--- src/rtl/ms_dual_source_pkg.sv ---
// Shared types for the dual-channel master-slave stimulus source.
package ms_dual_source_types;

    typedef enum logic [1:0] {
        section_idle,
        section_a,
        section_b
    } SourceSections;

    localparam int GAP_W = 8;

endpackage

--- src/rtl/ms_dual_source_if.sv ---
// Two master-slave integer channels plus burst control between source and slave.
interface ms_dual_source_if;

    logic               en;
    logic signed [31:0] m_out;
    logic               m_out_sync;
    logic signed [31:0] m_out2;
    logic               m_out2_sync;
    logic               busy;

    modport master (
        input  en,
        output m_out,
        output m_out_sync,
        output m_out2,
        output m_out2_sync,
        output busy
    );

    modport slave (
        output en,
        input  m_out,
        input  m_out_sync,
        input  m_out2,
        input  m_out2_sync,
        input  busy
    );

endinterface

--- src/rtl/ms_dual_source.sv ---
// Section FSM: channel-1 word, then channel-2 derived word, then a programmable idle gap.
module ms_dual_source
    import ms_dual_source_types::*;
#(
    parameter int                 GAP      = 2,
    parameter logic signed [31:0] STEP     = 32'sd1,
    parameter logic signed [31:0] OFFSET   = 32'sd100,
    parameter logic signed [31:0] VAL_INIT = 32'sd0
) (
    input  logic              clk,
    input  logic              rst,
    ms_dual_source_if.master  src
);

    localparam logic [GAP_W-1:0] GAP_L = GAP_W'(GAP);

    SourceSections      section_q, section_d;
    logic signed [31:0] val_q, val_d;
    logic [GAP_W-1:0]   gap_q, gap_d;
    logic signed [31:0] m_out_q, m_out_d;
    logic               m_out_sync_q, m_out_sync_d;
    logic signed [31:0] m_out2_q, m_out2_d;
    logic               m_out2_sync_q, m_out2_sync_d;
    logic               busy_q, busy_d;

    always_comb begin
        section_d     = section_q;
        val_d         = val_q;
        gap_d         = gap_q;
        m_out_d       = m_out_q;
        m_out_sync_d  = m_out_sync_q;
        m_out2_d      = m_out2_q;
        m_out2_sync_d = m_out2_sync_q;
        busy_d        = busy_q;

        case (section_q)
            section_idle: begin
                // en low freezes the gap countdown as well as the burst start
                if (src.en) begin
                    if (gap_q == '0) begin
                        section_d    = section_a;
                        m_out_d      = val_q;
                        m_out_sync_d = 1'b1;
                        busy_d       = 1'b1;
                    end else begin
                        gap_d = gap_q - 1'b1;
                    end
                end
            end
            section_a: begin
                section_d     = section_b;
                m_out_sync_d  = 1'b0;
                m_out2_d      = val_q + OFFSET;
                m_out2_sync_d = 1'b1;
            end
            section_b: begin
                section_d     = section_idle;
                m_out2_sync_d = 1'b0;
                val_d         = val_q + STEP;
                gap_d         = GAP_L;
                busy_d        = 1'b0;
            end
            default: begin
                section_d = section_idle;
            end
        endcase
    end

    always_ff @(posedge clk) begin
        if (rst) begin
            section_q     <= section_idle;
            val_q         <= VAL_INIT;
            gap_q         <= '0;
            m_out_q       <= '0;
            m_out_sync_q  <= 1'b0;
            m_out2_q      <= '0;
            m_out2_sync_q <= 1'b0;
            busy_q        <= 1'b0;
        end else begin
            section_q     <= section_d;
            val_q         <= val_d;
            gap_q         <= gap_d;
            m_out_q       <= m_out_d;
            m_out_sync_q  <= m_out_sync_d;
            m_out2_q      <= m_out2_d;
            m_out2_sync_q <= m_out2_sync_d;
            busy_q        <= busy_d;
        end
    end

    assign src.m_out       = m_out_q;
    assign src.m_out_sync  = m_out_sync_q;
    assign src.m_out2      = m_out2_q;
    assign src.m_out2_sync = m_out2_sync_q;
    assign src.busy        = busy_q;

endmodule

--- src/flat_wrapper.sv ---
// flat-port wrapper written by rule: the top's interface ports become plain ports
module ms_dual_source_flat import ms_dual_source_types::*;
#(
    parameter int                 GAP      = 2,
    parameter logic signed [31:0] STEP     = 32'sd1,
    parameter logic signed [31:0] OFFSET   = 32'sd100,
    parameter logic signed [31:0] VAL_INIT = 32'sd0
)
  (clk, rst, src_en, src_m_out, src_m_out_sync, src_m_out2, src_m_out2_sync, src_busy);
  ms_dual_source_if src_i ();
  input  logic clk;
  input  logic rst;
  input wire logic [$bits(src_i.en)-1:0] src_en;
  output wire logic [$bits(src_i.m_out)-1:0] src_m_out;
  output wire logic [$bits(src_i.m_out_sync)-1:0] src_m_out_sync;
  output wire logic [$bits(src_i.m_out2)-1:0] src_m_out2;
  output wire logic [$bits(src_i.m_out2_sync)-1:0] src_m_out2_sync;
  output wire logic [$bits(src_i.busy)-1:0] src_busy;
  assign src_i.en = src_en;
  assign src_m_out = src_i.m_out;
  assign src_m_out_sync = src_i.m_out_sync;
  assign src_m_out2 = src_i.m_out2;
  assign src_m_out2_sync = src_i.m_out2_sync;
  assign src_busy = src_i.busy;
  ms_dual_source #(.GAP(GAP), .STEP(STEP), .OFFSET(OFFSET), .VAL_INIT(VAL_INIT)) u_core (.clk(clk), .rst(rst), .src(src_i));
endmodule
--- config.mk ---
export PLATFORM = sky130hd
export DESIGN_NAME = ms_dual_source_flat
export DESIGN_NICKNAME = d
export VERILOG_FILES = /design/src/rtl/ms_dual_source_pkg.sv /design/src/rtl/ms_dual_source_if.sv /design/src/rtl/ms_dual_source.sv /design/src/flat_wrapper.sv
export SDC_FILE = /design/constraint.sdc
export NUM_CORES = 1
export LEC_CHECK = 0
export BUFFER_PORTS_ARGS = -buffer_cell sky130_fd_sc_hd__buf_2
export CAP_MARGIN = 20
export CORE_MARGIN = 2
export CORE_UTILIZATION = 60
export DETAILED_ROUTE_END_ITERATION = 8
export GPL_TIMING_DRIVEN = 0
export PLACE_DENSITY_LB_ADDON = 0.3
export SLEW_MARGIN = 0
export SYNTH_ARGS = -nofsm -noshare
export SYNTH_HDL_FRONTEND = slang
export SYNTH_SLANG_ARGS = --single-unit
--- constraint.sdc ---
create_clock -name clk -period 3.9 [get_ports clk]
set_input_delay 0.195 -clock clk [delete_from_list [all_inputs] [get_ports clk]]
set_output_delay 0.195 -clock clk [all_outputs]
set_load 0.02 [all_outputs]
==> flow_summary.json <==
{
  "area_delta_synth_final_pct": 13.4,
  "r2r_end": "u_core.src.m_out[0]",
  "path_class": "register to register",
  "die-area_sq_um": 9020,
  "die_x_um": 95.0,
  "routed_wl_mm": 12.8,
  "final_util_pct": 69.2,
  "numCtsBuffers": 9,
  "ir_drop_mv": 0.293,
  "die_h_um": 95.0,
  "syn_area_per_cell_sq_um": 8.36,
  "layout_common_cells": "dfxtp_1 (109), nand2_1 (88), buf_2 (84), nor2_1 (56), a21oi_1 (55)",
  "synth_nets": 605,
  "htreeDepth": 3,
  "tightest_slew_ps": 1080,
  "synthCells": 594,
  "final_nets": 684,
  "row_count": 33,
  "drt-initial-drc-count": 337,
  "final-seq-area_sq_um": 2180,
  "worst_path_max_delay_cell": "nor4_2",
  "synth_edf_count": 0,
  "initial_core_util_pct": 61.0,
  "clock_sinks": 109,
  "rsz0062_at_grt": "false",
  "worstHoldStart": "rst",
  "final_common_cell": "dfxtp_1",
  "ys_top_cells_by_area": "dfxtp_1 (44%), nand2_1 (6.7%), a21oi_1 (5.5%), nor2_1 (4.2%), or4_1 (3.0%)",
  "setup.worst_path.end_class": "register",
  "fin_crit_ps": 2640,
  "slowest_delay_ps": 900,
  "yosysTopAreaCellShare_pct": 44.0,
  "netlist_area_sq_um": 4960,
  "pwr_density_cell_nw_per_um2": 545,
  "grt_start_max_net_pins": 17,
  "ys_seq_area_share_pct": 44.0,
  "cts_hold_buf": 0,
  "ioPinCount": 70,
  "min_period_over_period_pct": 67.8,
  "hold_path_class": "primary input to register",
  "status": "finished clean",
  "vias": 4740,
  "final_hold_viol_count": 0,
  "ctsResizeCount": 0,
  "antenna_found_initial": 0,
  "core_region_area_sq_um": 8130,
  "postPlaceCellArea_sq_um": 5440,
  "hold_path_depth": 3,
  "clockRootBuffer": "clkbuf_8",
  "drv_cap": 0,
  "grt_usage_pct": 29.4,
  "drive_above_1_share_pct": 16.7,
  "max_freq_mhz": 378,
  "clock_skew_ps": 13.3,
  "ys_types": 46,
  "clock_latency_ps": 370,
  "synth_largest_area_cell": "dfxtp_1",
  "slew_headroom_pct": 27.2,
  "fill_cells": 675,
  "synth-simple-area-share_pct": 24.3,
  "drcViolationCount": 0,
  "crit_required_ps": 4200,
  "ys.flop_type": "dfxtp_1",
  "slew_viol_final": 0,
  "multi_input_area_sq_um": 2500,
  "avgRoutedWirePerCell_um": 16.4,
  "clk_pin_slew_worst_paths_ps": 100,
  "startpoint_type": "register",
  "stdcell_area_sq_um": 5630,
  "final_antenna_net_count": 0,
  "via_per_inst": 6.05,
  "crit_family": "simple AND/OR/NAND/NOR gates",
  "path_cells": "or4_1 -> clkbuf_1 -> nor4_2 -> buf_2 -> nand2_1 -> a21oi_1",
  "reg2reg_depth": 6,
  "drtPass1Iterations": 5,
  "worst-path-buf-inv": 2,
  "cts_tree": "done",
  "muxShareOfSynthArea_pct": 3.20,
  "leakagePower_nw": 2.08,
  "ctsLongestPathBuffers": 2,
  "synth_compound_area_share_pct": 16.5,
  "reg2reg_from": "u_core.gap_q[2]",
  "first_global_vias": 4294,
  "insertedDiodeCount": 0,
  "synth_xor_area_share_pct": 4.41,
  "reg2reg_setup_slack_ps": 1260,
  "yosys_warnings": 0,
  "dp.final_hpwl_mm": 9.15,
  "min_to": "u_core.val_q[23]",
  "arrival_ps": 2940,
  "io_buffers": 68,
  "finalSetupTns_ps": 0,
  "synthAdderAreaFrac_pct": 2.02,
  "postCtsSetupBuffers": 0,
  "grt_pass1_wl_mm": 20.6,
  "gp_congestion": 0.866,
  "critPathMaxFanout": 10,
  "setup_viol": 0,
  "async_reset_ff_share_pct": 0,
  "yosys_register_bits": 109,
  "grt_remaining_overflow": 0,
  "synth_top_family_by_area": "simple AND/OR/NAND/NOR gates"
}
[logic make-up after synthesis]
| family | Yosys count |
|---|---|
| buf+inv | 67 |
| simple gates | 242 |
| flops | 109 |
| xor+xnor | 25 |
| compound gates | 128 |
| fa+ha+maj | 8 |
| mux | 15 |
[worst reg2reg max path, stage by stage, from the launching register on]
cell and delay (ps):
dfxtp_1 370, or4_1 520, clkbuf_1 170, nor4_2 900
buf_2 380, nand2_1 100, a21oi_1 140
[metal layers]
metal / vias up / GRT usage [%] / part of all wire, %
met4: 0 / 10.5 / 2.0
met1: 2248 / 38.0 / 43
met5: - / 0 / 0
met2: 197 / 49.3 / 48
li1: 2269 / - / -
met3: 26 / 5.03 / 6.9
[cells in the mapped netlist (all sizes together) (5+ instances only)]
library cell,n
nand4,13
inv,13
nor2b,5
nor2,56
a21oi,55
xnor2,12
or3,18
clkbuf,35
buf,19
nor4,14
o21ai,18
a311oi,15
mux2,7
mux2i,8
or4,21
nor3,6
dfxtp,109
a211oi,16
ha,8
nand2,88
xor2,13
nand3,8
o31ai,17
[flip-flops by register name, summed over array words and instances (netlist names)]
name	count
u_core.gap_q	8
u_core.src.m_out2_sync	1
u_core.val_q	32
u_core.src.busy	1
u_core.src.m_out2	32
u_core.src.m_out	32
u_core.src.m_out_sync	1
u_core.section_q	2
[where the power goes]
group	switching [W]	total, W	leakage [nW]	internal [W]
sequential	0.0000866	0.00134	0.884	0.00126
combinational	0.000707	0.00104	1.10	0.000336
clock	0.000368	0.000682	0.0964	0.000314
total	0.00116	0.00307	2.08	0.00191
[how the worst max path moves through the flow]
stage | end | slack, ps | cells past startpoint | startpoint
after floorplan | u_core.val_q[16] | 1810 | 6 | u_core.val_q[2]
after global placement | u_core.src.m_out[31] | 1350 | 6 | u_core.gap_q[2]
after detailed placement | u_core.src.m_out[0] | 1340 | 6 | u_core.gap_q[2]
after CTS | u_core.src.m_out[0] | 1310 | 6 | u_core.gap_q[2]
after global routing | u_core.src.m_out[30] | 1130 | 6 | u_core.gap_q[2]
final | u_core.src.m_out[0] | 1260 | 6 | u_core.gap_q[2]
[area by class of cell]
| cell class | count | area share [%] |
|---|---|---|
| sequential | 109 | 38.8 |
| clock inverter | 4 | 0.845 |
| clock buffer | 12 | 2.58 |
| inverter | 13 | 0.867 |
| timing repair buffer | 68 | 6.05 |
| multi-input combinational | 418 | 44.5 |
| buffer | 54 | 4.09 |
| tap | 105 | 2.33 |
[stage by stage]
step	setup WS (ps)	instances	hold WS (ps)	total power (W)
4_1_cts	1310	783	333	0.00306
3_5_place_dp	1340	767	447	0.00240
2_1_floorplan	1810	594	455	0.00209
5_1_grt	1130	783	374	0.00324
6_report	1260	783	334	0.00307
3_3_place_gp	1350	767	440	0.00236
Power figures use the tool's default switching activity.
